[config.mk]
export PLATFORM = sky130hd
export DESIGN_NAME = compn_initiator
export DESIGN_NICKNAME = d
export VERILOG_FILES = /design/src/rtl/compn_initiator.sv
export SDC_FILE = /design/constraint.sdc
export NUM_CORES = 1
export LEC_CHECK = 0
export BUFFER_PORTS_ARGS = -buffer_cell sky130_fd_sc_hd__buf_2
export CAP_MARGIN = 15
export CORE_ASPECT_RATIO = 0.8
export CORE_MARGIN = 5
export CORE_UTILIZATION = 51
export DETAILED_ROUTE_END_ITERATION = 8
export PLACE_DENSITY = 0.85
export SYNTH_ARGS = -nofsm -noshare
export SYNTH_HDL_FRONTEND = slang
export SYNTH_SLANG_ARGS = --single-unit
[constraint.sdc]
create_clock -name clk -period 1.9 [get_ports clk]
set_clock_uncertainty 0.2 [all_clocks]
set_input_delay 0 -clock clk [delete_from_list [all_inputs] [get_ports clk]]
set_output_delay 0 -clock clk [all_outputs]
set_load 0.005 [all_outputs]
[src/rtl/compn_initiator.sv]
`default_nettype none
// compn_initiator: requester side of the comparator-unit enable/done handshake.
// Operand pairs in on valid/ready; captured result or timeout abort out on valid/ready.
module compn_initiator #(
  parameter int inputsize   = 4,
  parameter int RES_W       = 4,
  parameter int SETUP_CYC   = 1,
  parameter int SYNC_STAGES = 2,
  parameter int TIMEOUT_CYC = 64
) (
  input  logic                   clk,
  input  logic                   rst_n,
  input  logic                   req_valid,
  output logic                   req_ready,
  input  logic [inputsize-1:0]   req_a,
  input  logic [inputsize-1:0]   req_b,
  output logic [2*inputsize-1:0] data_in,
  output logic                   enable,
  input  logic                   done,
  input  logic [RES_W-1:0]       ab_out,
  output logic                   res_valid,
  input  logic                   res_ready,
  output logic [RES_W-1:0]       res_data,
  output logic                   res_err
);

  localparam int SW = $clog2(SETUP_CYC + 1);
  localparam int TW = $clog2(TIMEOUT_CYC);
  localparam logic [SW-1:0] SETUP_INIT = SW'(SETUP_CYC);
  localparam logic [SW-1:0] SETUP_ONE  = SW'(1);
  localparam logic [TW-1:0] TMO_ONE    = TW'(1);
  // Abort fires on the edge where the count would reach TIMEOUT_CYC-1.
  localparam logic [TW-1:0] TMO_LAST   = TW'(TIMEOUT_CYC - 2);

  typedef enum logic [2:0] {
    S_IDLE    = 3'd0,
    S_SETUP   = 3'd1,
    S_ASSERT  = 3'd2,
    S_RELEASE = 3'd3,
    S_RESP    = 3'd4
  } state_t;

  state_t                   state_q;
  logic [SYNC_STAGES-1:0]   sync_q;
  logic [SW-1:0]            setup_q;
  logic [TW-1:0]            tmo_q;
  logic [2*inputsize-1:0]   data_in_q;
  logic                     enable_q;
  logic                     res_valid_q;
  logic [RES_W-1:0]         res_data_q;
  logic                     res_err_q;

  logic done_s;
  logic tmo_hit;

  assign done_s    = sync_q[SYNC_STAGES-1];
  assign tmo_hit   = (tmo_q == TMO_LAST);
  assign req_ready = (state_q == S_IDLE) && !done_s;

  assign data_in   = data_in_q;
  assign enable    = enable_q;
  assign res_valid = res_valid_q;
  assign res_data  = res_data_q;
  assign res_err   = res_err_q;

  always_ff @(posedge clk or negedge rst_n) begin
    if (!rst_n) begin
      state_q     <= S_IDLE;
      sync_q      <= '0;
      setup_q     <= '0;
      tmo_q       <= '0;
      data_in_q   <= '0;
      enable_q    <= 1'b0;
      res_valid_q <= 1'b0;
      res_data_q  <= '0;
      res_err_q   <= 1'b0;
    end else begin
      sync_q <= {sync_q[SYNC_STAGES-2:0], done};
      case (state_q)
        S_IDLE: begin
          if (req_valid && req_ready) begin
            data_in_q <= {req_a, req_b};
            setup_q   <= SETUP_INIT;
            state_q   <= S_SETUP;
          end
        end
        S_SETUP: begin
          // Hold at the last setup cycle until a stale done has cleared.
          if (setup_q == SETUP_ONE) begin
            if (!done_s) begin
              enable_q <= 1'b1;
              tmo_q    <= '0;
              state_q  <= S_ASSERT;
            end
          end else begin
            setup_q <= setup_q - SETUP_ONE;
          end
        end
        S_ASSERT: begin
          if (done_s) begin
            res_data_q <= ab_out;
            res_err_q  <= 1'b0;
            enable_q   <= 1'b0;
            tmo_q      <= '0;
            state_q    <= S_RELEASE;
          end else if (tmo_hit) begin
            enable_q    <= 1'b0;
            res_data_q  <= '0;
            res_err_q   <= 1'b1;
            res_valid_q <= 1'b1;
            state_q     <= S_RESP;
          end else begin
            tmo_q <= tmo_q + TMO_ONE;
          end
        end
        S_RELEASE: begin
          if (!done_s) begin
            res_valid_q <= 1'b1;
            state_q     <= S_RESP;
          end else if (tmo_hit) begin
            enable_q    <= 1'b0;
            res_data_q  <= '0;
            res_err_q   <= 1'b1;
            res_valid_q <= 1'b1;
            state_q     <= S_RESP;
          end else begin
            tmo_q <= tmo_q + TMO_ONE;
          end
        end
        S_RESP: begin
          if (res_ready) begin
            res_valid_q <= 1'b0;
            state_q     <= S_IDLE;
          end
        end
        default: state_q <= S_IDLE;
      endcase
    end
  end

endmodule
`default_nettype wire

Word-level counts from Yosys, hierarchy flattened
Cells that the tools add are included.
{"block": "totals", "register_bits": 27, "latch_bits": 0, "ram_bits": 0, "romBits": 0, "in_bits": 17, "output_inout_bits": 16, "elab_cells": 72, "n_memories": 0}
{"block": "op_classes", "add_sub_neg": 2, "n_mul": 0, "n_div": 0, "order_cmp": 0, "eq_ne": 11, "shifts": 0, "n_mux": 36, "bitwise": 0, "reduce_logical": 14}
{"operator": "$mux W6", "n": 5}
{"operator": "$mux W3", "n": 7}
{"operator": "$pmux W6 S3", "n": 1}
{"operator": "$pmux W3 S5", "n": 1}
{"operator": "$mux W1", "n": 14}
{"operator": "$mux W4", "n": 3}
{"operator": "$ne A2 B2 Y1 const B", "n": 5}
{"operator": "$pmux W4 S2", "n": 1}
{"operator": "$reduce_and A4 Y1", "n": 2}
{"operator": "$add A6 B1 Y6 const B", "n": 1}
{"operator": "$eq A3 B2 Y1 const B", "n": 2}
{"operator": "$eq A6 B6 Y1 const B", "n": 1}
{"operator": "$pmux W1 S3", "n": 2}
{"operator": "$reduce_and A2 Y1", "n": 3}
{"operator": "$reduce_bool A3 Y1", "n": 2}
{"operator": "$pmux W1 S2", "n": 2}
{"operator": "$reduce_bool A2 Y1", "n": 2}
{"operator": "$eq A3 B1 Y1 const B", "n": 1}
{"operator": "$eq A3 B3 Y1 const B", "n": 1}
{"operator": "$logic_not A3 Y1", "n": 1}
{"operator": "$reduce_and A3 Y1", "n": 1}
{"operator": "$logic_and A1 B1 Y1", "n": 2}
{"operator": "$ne A2 B1 Y1 const B", "n": 1}
{"operator": "$logic_not A1 Y1", "n": 1}
{"operator": "$sub A1 B1 Y1 const B", "n": 1}

Longest topological paths before layout
{"block": "depth", "word_depth": 5, "mapped_depth": 6}

Worst setup path before layout
Ideal clock, no wire load.
{"block": "synth_path", "path_type": "register to register", "from": "reg tmo_q[0]", "to": "reg res_data_q[0] (netlist: res_data[0])", "setup_time_ns": 0.121, "arrival_ns": 1.347, "required_time_ns": 1.579, "setup_slack_ns": 0.232, "path_stages_with_launch": 7, "n_path_buf": 0, "path_cell_list": "dfrtp_1 > inv_1 > ha_1 > nand2_1 > o31ai_1 > o211ai_1 > a22o_1"}
{"block": "synth_via", "elab_chain_len": 4, "word_cells_on_any_way": 5}
{"item": "start: declaration", "line_no": "46", "rtl": "logic [TW-1:0] tmo_q;"}
{"item": "start signal: assignment", "line_no": "113", "rtl": "tmo_q <= tmo_q + TMO_ONE;"}
{"item": "start signal: assignment", "line_no": "127", "rtl": "tmo_q <= tmo_q + TMO_ONE;"}
{"item": "$eq A6 B6 Y1 (*)", "line_no": "57", "rtl": "assign tmo_hit = (tmo_q == TMO_LAST);"}
{"item": "$mux W4 (*)"}
{"item": "$mux W4, on equally long branches"}
{"item": "$pmux W4 S2 (*)"}
{"item": "end signal: assignment", "line_no": "101", "rtl": "res_data_q <= ab_out;"}
{"item": "end: declaration", "line_no": "50", "rtl": "logic [RES_W-1:0] res_data_q;"}
Mark *: on every way between the ends. The rest lies on a longest branch, timed or not. The select of a mux whose other input is x is not followed.
A chain may end at the register's enable or synchronous reset.

Worst setup path after layout
Same ends and word-level chain as after synthesis.

==> results.md <==
* DIE AREA at 3620 sq um
* Critical Path Fanout Max at 8
* Global-route wire length before repair at 5530 um
* Die Span X at between 60 and 70 um
* RSZ-0062 raised after global routing: false
* Filler cells at 159
* Core Box Area at about 2400 sq um
* Post-route minimum period at approximately 1.8 ns
* H-tree depth at 1
* Post-DP HPWL at roughly 2200 um
* Outcome: finished, violations left
* Vias in the first global route at 1,154
* Fin util at 0.710
* Setup violators final at 0
* Via/cell ratio at 5.64
* Ranking of synthesized cells by area: dfrtp_1 (53%), mux2_2 (7.0%), a22o_1 (3.4%), nor2_1 (2.6%), nand2_1 (2.1%)
* Num CTS Buffers at 3
* Design area at around 1700 sq um
* Sequential area share after synthesis at 0.527
* Final ANT Viol Nets at 0
* Largest net degree at the start of global routing at 28
* Crit path required time at roughly 1.9 ns
* Die Height at about 55 um
* Worst path max stage delay at 0.45 ns
* NumNets Final at 189
* Initial Util at 0.529
* DP Area at 1480 sq um
* Tot GR Track Use at 0.206
* DRT Pass-1 Iters at 4
* Syn nets at 135
* Critical path startpoint: tmo_q[0]
* R2r startpoint: tmo_q[0]
* Diodes inserted at 0
* CP Launch Type: flip-flop
* Synthesized cell area at 1280 sq um
* P_leak at 0.794 nW
* Slew margin rel. at 0.604
* TritonCTS clock tree: done
* Critical-path top delay cell: dfrtp_1
* Clk pin slew, worst setup/hold paths at 0.14 ns
* Worst Tran Pin Value at a little under 0.6 ns
* Root buffer cell: clkbuf_4
* Tot Pwr at 2.11 mW
* Setup TNS at 0 ns
* WL/cell at 16.6 um
* Clock Latency Late Sink at approximately 0.33 ns
* 1st-iter DRT viols at 62
* Clk buf depth at 2
* Worst hold slack at -0.00704 ns
* Fmax at 548 MHz
* Initial antenna violation count at 0
* Final hold vios at 13
* Final Cycle Share at 0.961
* Clk sinks at 27
* # port buffers at 32
* Share of cells above drive strength 1 at 0.367
* Avg Cell Area, Syn at ~11 sq um
* Mapped Cells at 116
* Worst min path class: primary input to asynchronous set/reset pin
* GRT overflow at 0
* Arrival @ worst endpoint at around 1.8 ns
* Final slew viol count at 0
* Final GP Congestion at a little over 0.9
* Area delta synth->final at 34.2%
* MaxCap Viol Count at 0
* Peak VDD IR at around 800 uV
* Worst Path Class, Setup: flip-flop to flip-flop
* Vias at 1,157
* DR DRC count at 0
* Yosys cell types at 39
* Synth top area share at 0.527
* Power Density at between 1000 and 1500 nW/um^2
* FF+latch count, synth at 27
* I/O pin count at 33
* Core Rows at 16
* CP cell instances: inv_2, ha_4, nand2_4, o31ai_4, o211ai_1, a22o_1
* Routed wire length at roughly 3400 um
* Yosys warning count at 0
* Failing checks: negative hold slack
* Setup crit end kind: flip-flop
* Synth area leader: dfrtp_1
-- cells in the mapped netlist (all sizes together) --
master   instances
nor4             2
clkbuf           1
mux2             8
nand3            6
nor3b            1
nor3             5
a311oi           1
buf              3
dfrtp           27
ha               2
nor2             9
a31oi            3
xor2             1
a41oi            1
inv              6
o22ai            2
nand2            7
or2              1
nand2b           1
o31ai            2
o32a             1
or2b             2
o21ai            5
and4bb           1
a22o             5
o211ai           2
a21oi            5
o22a             1
or4              1
nor4b            1
and2b            1
o2bb2ai          1
a211o            1
-- area by class of cell --
type                    count  area, sq um  area share
well taps                  36         45.0      0.0262
repair buffers             53          358       0.208
clock buffers               4         26.3      0.0153
inverters                   6         22.5      0.0131
flip-flops and latches     27          678       0.394
multi-input cells          79          589       0.343
-- registers in the layout (all words and copies together), names as in the netlist --
name / flops
setup_q: 1
sync_q: 2
res_data: 4
tmo_q: 6
state_q: 3
res_err: 1
res_valid: 1
data_in: 8
enable: 1
-- stage by stage --
step | setup WS, ns | std cells
after floorplan | 0.232 | 116
after global placement | 0.111 | 183
after detailed placement | 0.00288 | 183
after CTS | 0.0528 | 203
after global routing | 0.00499 | 205
final | 0.0741 | 205
-- path summary, 6_finish.rpt --
kind                                     to  slack (ns)  cells past startpoint
worst min-delay path               tmo_q[2]      -0.007                      2
min in group clk                  sync_q[0]        0.12                      2
worst min register to register    sync_q[1]        0.17                      0
worst max register to register  res_data[0]        0.07                      6
worst max-delay path            res_data[0]        0.07                      6
max in group asynchronous         sync_q[1]        1.07                      2
-- kinds of logic after synthesis --
kind of cell               Yosys count  synth area share
and+or+nand+nor                     38             0.169
AOI/OAI and AO/OA                   30             0.166
DFF                                 27             0.527
buffers and inverters               10            0.0410
muxes                                8            0.0703
adders and majority gates            2            0.0195
xor gates and xnor gates             1           0.00684
-- worst max-delay path: cells and delay by family, from the launching register on --
family	cells	cell delay, ns
AO/OA/AOI/OAI	3	0.72
flip-flops	1	0.45
adder cells (fa/ha/maj)	1	0.16
buffers and inverters	1	0.10
AND/OR/NAND/NOR	1	0.09
-- repair_timing --
| action | in CTS | in global routing |
|---|---|---|
| gates resized for setup | 1 | 9 |
| endpoints found under the hold margin | 43 | 0 |
| buffers inserted | 0 | 2 |
| hold buffers | 16 | 0 |
| pin swaps | 1 | 2 |
| endpoints found under the setup margin | 3 | 6 |
-- cells in the final DEF, fill, tap and decap left out, drive strengths merged, types with 5 or more instances in the layout --
master       count
dfrtp           27
a21oi            5
o21ai            5
dlygate4sd3     16
buf             37
mux2             8
a22o             5
nand2            7
inv              6
nand3            6
nor2             9
nor3             5
-- power by group --
part	internal (mW)	switching (mW)	total, mW
Sequential	0.765	0.184	0.950
Combinational	0.474	0.442	0.916
Clock	0.0823	0.161	0.243
-- metal layers --
layer,GRT usage,up-vias,wire (um)
li1,-,532,-
met1,0.242,540,1300
met2,0.386,79,1770
met3,0.0472,6,276
met4,0.0541,0,55
met5,0,-,0
Power figures use the tool's default switching activity.
